===== src/rtl/da2_dac_serializer.sv =====
// -----------------------------------------------------------------------------
// da2_dac_serializer
//
// Serial transmitter for a Pmod DA2 (DAC121S101-class) converter. Accepts one
// 12-bit sample per valid/ready handshake and shifts it out MSB first as a
// 16-bit frame {2'b00, pd_mode, sample}, framed by sync_n, clocked by sclk.
// The DAC samples data on falling sclk edges; data changes on rising edges,
// giving half an SCLK period of setup and hold around each falling edge.
//
// Parameters:
//   CLK_DIV     clk cycles per SCLK half-period (>= 2)
//   GAP_CYCLES  clk cycles sync_n stays high between frames (>= 2)
//
// Ports:
//   clk           system clock
//   rst_n         synchronous active-low reset
//   sample_in     channel-A sample (unsigned, MSB first on the wire)
//   pd_mode       DAC power-down bits, captured with the sample
//   sample_valid  sample_in/pd_mode valid
//   sample_ready  block can accept a sample this cycle
//   busy          frame or inter-frame gap in progress
//   frame_done    one-cycle pulse when a frame completes
//   sync_n        DAC frame sync, active low
//   sclk          serial clock, idles high
//   sdata_a       serial data, channel A
//
// Build option DA2_DUAL_CHANNEL_EN adds sample_b_in / sdata_b: a second
// channel captured on the same handshake and shifted bit-synchronously with
// channel A, sharing pd bits, sync_n and sclk. Timing is identical.
// -----------------------------------------------------------------------------
module da2_dac_serializer #(
  parameter int CLK_DIV    = 2,
  parameter int GAP_CYCLES = 4
) (
  input  logic        clk,
  input  logic        rst_n,
  input  logic [11:0] sample_in,
  input  logic [1:0]  pd_mode,
  input  logic        sample_valid,
`ifdef DA2_DUAL_CHANNEL_EN
  input  logic [11:0] sample_b_in,
`endif
  output logic        sample_ready,
  output logic        busy,
  output logic        frame_done,
  output logic        sync_n,
  output logic        sclk,
  output logic        sdata_a
`ifdef DA2_DUAL_CHANNEL_EN
  ,
  output logic        sdata_b
`endif
);

  localparam int DIV_W = $clog2(CLK_DIV);
  localparam int GAP_W = (GAP_CYCLES > 1) ? $clog2(GAP_CYCLES) : 1;

  typedef enum logic [1:0] {
    ST_IDLE  = 2'd0,
    ST_SHIFT = 2'd1,
    ST_GAP   = 2'd2
  } state_t;

  state_t             state_reg,   state_next;
  logic [DIV_W-1:0]   div_reg,     div_next;
  logic [3:0]         bit_cnt_reg, bit_cnt_next;
  logic [GAP_W-1:0]   gap_reg,     gap_next;
  logic [15:0]        shift_a_reg, shift_a_next;
  logic               sclk_reg,    sclk_next;
  logic               sync_n_reg,  sync_n_next;
  logic               sdata_a_reg, sdata_a_next;
  logic               ready_reg,   ready_next;
  logic               busy_reg,    busy_next;
  logic               done_reg,    done_next;
`ifdef DA2_DUAL_CHANNEL_EN
  logic [15:0]        shift_b_reg, shift_b_next;
  logic               sdata_b_reg, sdata_b_next;
`endif

  logic tick;
  logic accept;

  assign tick   = (div_reg == DIV_W'(CLK_DIV - 1));
  assign accept = sample_valid && ready_reg;

  always_ff @(posedge clk) begin
    if (!rst_n) begin
      state_reg   <= ST_IDLE;
      div_reg     <= '0;
      bit_cnt_reg <= '0;
      gap_reg     <= '0;
      shift_a_reg <= '0;
      sclk_reg    <= 1'b1;
      sync_n_reg  <= 1'b1;
      sdata_a_reg <= 1'b0;
      ready_reg   <= 1'b1;
      busy_reg    <= 1'b0;
      done_reg    <= 1'b0;
`ifdef DA2_DUAL_CHANNEL_EN
      shift_b_reg <= '0;
      sdata_b_reg <= 1'b0;
`endif
    end else begin
      state_reg   <= state_next;
      div_reg     <= div_next;
      bit_cnt_reg <= bit_cnt_next;
      gap_reg     <= gap_next;
      shift_a_reg <= shift_a_next;
      sclk_reg    <= sclk_next;
      sync_n_reg  <= sync_n_next;
      sdata_a_reg <= sdata_a_next;
      ready_reg   <= ready_next;
      busy_reg    <= busy_next;
      done_reg    <= done_next;
`ifdef DA2_DUAL_CHANNEL_EN
      shift_b_reg <= shift_b_next;
      sdata_b_reg <= sdata_b_next;
`endif
    end
  end

  always_comb begin
    state_next   = state_reg;
    div_next     = div_reg;
    bit_cnt_next = bit_cnt_reg;
    gap_next     = gap_reg;
    shift_a_next = shift_a_reg;
    sclk_next    = sclk_reg;
    sync_n_next  = sync_n_reg;
    done_next    = 1'b0;
`ifdef DA2_DUAL_CHANNEL_EN
    shift_b_next = shift_b_reg;
`endif

    case (state_reg)
      ST_IDLE: begin
        sclk_next   = 1'b1;
        sync_n_next = 1'b1;
        if (accept) begin
          shift_a_next = {2'b00, pd_mode, sample_in};
`ifdef DA2_DUAL_CHANNEL_EN
          shift_b_next = {2'b00, pd_mode, sample_b_in};
`endif
          div_next     = '0;
          bit_cnt_next = '0;
          sync_n_next  = 1'b0;
          state_next   = ST_SHIFT;
        end
      end

      ST_SHIFT: begin
        if (!tick) begin
          div_next = div_reg + 1'b1;
        end else begin
          div_next = '0;
          if (sclk_reg) begin
            // Falling edge: the DAC samples, nothing moves here.
            sclk_next = 1'b0;
          end else if (bit_cnt_reg == 4'd15) begin
            // Rising edge after the 16th falling edge closes the frame.
            sclk_next   = 1'b1;
            sync_n_next = 1'b1;
            done_next   = 1'b1;
            gap_next    = '0;
            state_next  = ST_GAP;
          end else begin
            sclk_next    = 1'b1;
            shift_a_next = {shift_a_reg[14:0], 1'b0};
`ifdef DA2_DUAL_CHANNEL_EN
            shift_b_next = {shift_b_reg[14:0], 1'b0};
`endif
            bit_cnt_next = bit_cnt_reg + 1'b1;
          end
        end
      end

      ST_GAP: begin
        sclk_next   = 1'b1;
        sync_n_next = 1'b1;
        if (gap_reg == GAP_W'(GAP_CYCLES - 1)) begin
          state_next = ST_IDLE;
        end else begin
          gap_next = gap_reg + 1'b1;
        end
      end

      default: begin
        state_next  = ST_IDLE;
        sclk_next   = 1'b1;
        sync_n_next = 1'b1;
      end
    endcase

    // Status and data pins are registered copies of the next-state view so
    // that they line up with sync_n/sclk on the same clock edge.
    ready_next   = (state_next == ST_IDLE);
    busy_next    = (state_next != ST_IDLE);
    sdata_a_next = (state_next == ST_SHIFT) ? shift_a_next[15] : 1'b0;
`ifdef DA2_DUAL_CHANNEL_EN
    sdata_b_next = (state_next == ST_SHIFT) ? shift_b_next[15] : 1'b0;
`endif
  end

  assign sample_ready = ready_reg;
  assign busy         = busy_reg;
  assign frame_done   = done_reg;
  assign sync_n       = sync_n_reg;
  assign sclk         = sclk_reg;
  assign sdata_a      = sdata_a_reg;
`ifdef DA2_DUAL_CHANNEL_EN
  assign sdata_b      = sdata_b_reg;
`endif

endmodule


===== config.mk =====
export PLATFORM = sky130hd
export DESIGN_NAME = da2_dac_serializer
export DESIGN_NICKNAME = d
export VERILOG_FILES = /design/src/rtl/da2_dac_serializer.sv
export SDC_FILE = /design/constraint.sdc
export NUM_CORES = 1
export LEC_CHECK = 0
export ABC_AREA = 1
export CORE_ASPECT_RATIO = 1.4
export CORE_MARGIN = 2
export CORE_UTILIZATION = 35
export CTS_BUF_LIST = sky130_fd_sc_hd__clkbuf_4 sky130_fd_sc_hd__clkbuf_8
export DETAILED_ROUTE_END_ITERATION = 7
export GPL_ROUTABILITY_DRIVEN = 1
export GPL_TIMING_DRIVEN = 0
export PLACE_DENSITY = 0.61
export SYNTH_ARGS = -nofsm -noshare
export SYNTH_HDL_FRONTEND = slang
export SYNTH_SLANG_ARGS = --single-unit

===== constraint.sdc =====
create_clock -name clk -period 3.55 [get_ports clk]
set_clock_uncertainty 0.1 [all_clocks]
set_input_delay 0.71 -clock clk [delete_from_list [all_inputs] [get_ports clk]]
set_output_delay 0.71 -clock clk [all_outputs]
set_load 0.02 [all_outputs]

* After elaboration in Yosys (flattened, before gate mapping)
Cells that the tools add are included.
** Word-level totals
- Bits in registers :: 31
- Bits of input ports :: 17
- Output and inout bits :: 6
- Word-level logic and storage cells :: 73
** Cells by class
- $add $sub $neg :: 3
- Equality and inequality tests :: 11
- Mux-type cells :: 31
- Bitwise operators :: 3
- Reduce and logical (&&, ||, !) cells :: 13
** Operators by type and width (number)
- two-way mux 16 bit :: 4
- one-hot mux 16 bit (2 select lines) :: 1
- two-way mux 2 bit :: 9
- two-way mux 4 bit :: 4
- inequality test 2 bit (second input constant) :: 6
- AND reduction 5 bit :: 2
- two-way mux 1 bit :: 8
- one-hot mux 4 bit (2 select lines) :: 1
- one-hot mux 2 bit (3 select lines) :: 1
- AND reduction 2 bit :: 3
- nonzero test 2 bit :: 3
- adder 4 x 1 -> 4 bit (second input constant) :: 1
- == test 2 x 1 -> 1 bit (second input constant) :: 2
- == test 2 bit (second input constant) :: 2
- == test 4 bit (second input constant) :: 1
- zero test 2 bit :: 2
- one-hot mux 1 bit (2 select lines) :: 2
- one-hot mux 2 bit (2 select lines) :: 1
- OR reduction 4 bit :: 1
- inverter 1 bit :: 3
- AND reduction 3 bit :: 1
- adder 2 x 1 -> 2 bit (second input constant) :: 1
- adder 1 bit (second input constant) :: 1
- logical AND 1 bit :: 1

* Longest topological paths before layout
Gate-level depths: netlist of run 1.
- Depth after elaboration :: 7
- Depth in mapped cells :: 8
- Gate-level depth less buffers :: 8

* Worst setup path after synthesis of run 1
Ideal clock, no wire load.
- Path type :: input-to-reg
- Start :: in sample_valid
- End :: reg shift_a_reg[6]
- Library setup time :: 0.065 ns
- Data arrival time :: 1.413 ns
- Data required time :: 3.385 ns
- Setup slack :: 1.972 ns
- Stages on the path :: 7
- Buffers on the path :: 1
- Cell sequence :: nand2_1 > nor3_2 > buf_4 > nand2_1 > nand2_1 > nor2_1 > nor2_1
** Between the ends
- Word-level cells in the longest chain between the ends :: 3
** Ends and longest elaborated chain
- start, declared :: RTL line 39 : input logic sample_valid,
- logical AND 1 bit :: RTL line 84 : assign accept = sample_valid && ready_reg;
- inequality test 2 bit (no line)
- AND reduction 5 bit (no line)
- end signal, assigned :: RTL line 108 : shift_a_reg <= shift_a_next;
- end, declared :: RTL line 68 : logic [15:0] shift_a_reg, shift_a_next;
Every way passes these cells.
A chain may end at the register's enable or synchronous reset.

* Worst setup path after layout of run 1
- Start :: reg sclk_reg, in the netlist sclk
- End :: out sclk
** RTL lines
- start, declared :: RTL line 69 : logic sclk_reg, sclk_next;
- start signal, assigned :: RTL line 109 : sclk_reg <= sclk_next;
- end, declared :: RTL line 47 : output logic sclk,
No word-level cell between the ends.

==> reports/metrics.yaml, run 1 <==
power_and_ir_drop:
  irDropWorstVdd_uv: 281.1
  power_uw: 764.7
  cellPowerDensity_nw_per_um2: 427.1
  p_leak_uw: 0.0007821
place:
  dp_hpwl_um: 2158
  dpl_cell_area_um2: 1702
  place_inst: 276
  gp_congestion: 0.7643
  io_buffer_count: 22
critical_path:
  cp-start-kind: "register"
  crit_fanout: 4
  crit_chain: "clkdlybuf4s50_1"
  crit_cells: 1
  worstPathArrival_ps: 1260
  critPathSlowestCell: "clkdlybuf4s50_1"
  rr_endpoint: "shift_a_reg[15]"
  crit_buf_inv: 1
  cp-startpoint: "sclk"
  rr_startpoint: "bit_cnt_reg[0]"
  max_stage_delay_ps: 620
  crit_path_end_kind: "output pin"
  required_ps: 2740
  reg2reg_depth: 6
  r2r_setup_slack_ps: 1800
  crit_type: "reg -> out"
  path_delay_family: "buffers and inverters"
  crit_path_end: "sclk"
global_routing:
  grt_use_total: 0.1482
  antenna_found_initial: 0
  grt-ovfl-total: 0
  grt_pass1_wl_um: 5299
  first_global_vias: 1250
  grt_max_degree: 11
logic_synthesis:
  synthCells: 211
  synthesis.area_um2: 1428
  synth_top_area_frac: 0.4347
  async_flop_share: 0
  yosysTopAreaCell: "dfxtp_1"
  syn_area_per_cell_um2: 6.766
  yosysWarnings: 0
  ys_seq_elements: 31
  synth_most_common_cell: "nor2_1"
  synth_fp_nets: 230
  synthTopCellsByCount: "nor2_1, nand2_1, dfxtp_1"
  ys.flop_type: "dfxtp_1"
  ys_top_cells_by_area: "dfxtp_1, nor2_1, nand2_1"
  seq_area_frac_synth: 0.4347
  synth_edf_count: 0
  synth.distinct_cells: 21
status:
  outcome: "finished, final reports clean"
clocking:
  path_clk_slew_ps: 60
  post_cts_resized: 0
  cts_sinks: 31
  cts_hold_repair.buffers: 0
  clockBufferDepth: 2
  cts_tree: "done"
  h-tree-depth: 2
  numCtsBuffers: 5
  root_buffer: "clkbuf_8"
  clk_latency_ps: 280
  postCtsSetupRepairBufs: 0
routing:
  dr.pass1.iters: 4
  vias: 1318
  antenna_left: 0
  via_per_inst: 4.641
  wl_um: 2976
  first_iter_violations: 63
  post_drt_wl_per_cell_um: 10.48
  drc: 0
min_path:
  min_from: "sync_n"
  hp-class: "reg -> reg"
timing:
  finalSetupViolCount: 0
  relSlewSlack: 0.6762
  grt_setup_unrepaired: "false"
  fmax_mhz: 482.3
  finalMaxSlewViolations: 0
  tns_ps: 0
  finalCritPeriodShare: 0.5841
  tightest_slew_ps: 485.7
  hold_violations: 0
  period_minus_slack_ps: 2074
run:
  cap_violations: 0
floorplan:
  start_util: 0.3643
  row_count: 27
  core_area_um2: 3919
  die_w_um: 57.98
  io_pins: 23
  die_h_um: 79.57
  dieArea_um2: 4613
final_layout:
  syn2layout_area_growth_pct: 25.42
  largest_register_ffs: 16
  drive_gt1_frac: 0.08714
  stdcell_area_um2: 1790
  num_antenna_cells: 0
  fin_cells: 284
  layout.nets: 259
[logic make-up (layout without fill, tap and decap cells)]
group                      Yosys count  count (layout)  synth area share
AOI/OAI and AO/OA                   18              18           0.06485
adders and majority gates            2               2           0.01753
buffers and inverters               32              62           0.09465
DFF                                 31              31            0.4347
and+or+nand+nor                    128             128            0.3883
[how the worst min path moves through the flow]
stage / to / slack (ps) / depth (start not counted)
after floorplan: gap_reg[0] / 330 / 1
after global placement: sync_n / 340 / 2
after detailed placement: sync_n / 350 / 2
after CTS: sync_n / 360 / 2
after global routing: shift_a_reg[14] / 400 / 2
final: sync_n / 360 / 2
[area by class of cell]
type,count,area [um^2]
clock inverter,1,5.005
multi-input combinational,148,671.9
sequential,31,620.6
timing repair buffer,22,220.2
fill,403,2128
tap,43,53.80
inverter,26,97.59
buffer,6,37.54
clock buffer,7,83.83
[cell usage in the layout, fill, tap and decap left out, drive strengths merged]
cell           instances
a21oi                 11
a22oi                  1
buf                    3
clkbuf                10
clkdlybuf4s50         22
clkinv                 1
dfxtp                 31
ha                     2
inv                   26
nand2                 48
nand3                 23
nand4                  1
nor2                  54
nor3                   1
o21ai                  6
or2                    1
[where the power goes]
part	switching [uW]	internal, uW
Combinational	60.2	49.9
Clock	124	153
Sequential	10.5	367
[through the flow]
step	setup slack (ps)	hold WS [ps]	utilization
floorplan	1972	332.1	-
global placement	1206	343.9	0.4342
detailed placement	1206	348.7	0.4342
CTS	1456	362.3	0.4569
global route	1354	400.8	0.4569
finish	1476	355.3	0.4569
[routing by layer]
metal  GRT usage  vias to the layer above  share of wire
met5           0                        -              0
met3     0.03079                        4          0.038
met4     0.06977                        0          0.012
met1      0.1633                      584           0.46
li1            -                      709              -
met2      0.2648                       21           0.49
(Power assumes the default switching activity.)
==> inputs of run 2 (changes only) <==
Clock period 3.55 ns to 2 ns, I/O delays scaled along.
==> results of run 2 <==
The final DEF is identical to that of run 1. Status: finished, final reports clean.
Among the figures that moved: setup slack after placement 1206 ps -> -33.76 ps; setup slack after layout 1476 ps -> 236.5 ps; register-to-register setup slack 1800 ps -> 250 ps; total power 764.7 uW -> 1357 uW; worst IR drop on VDD 281.1 uV -> 498.9 uV
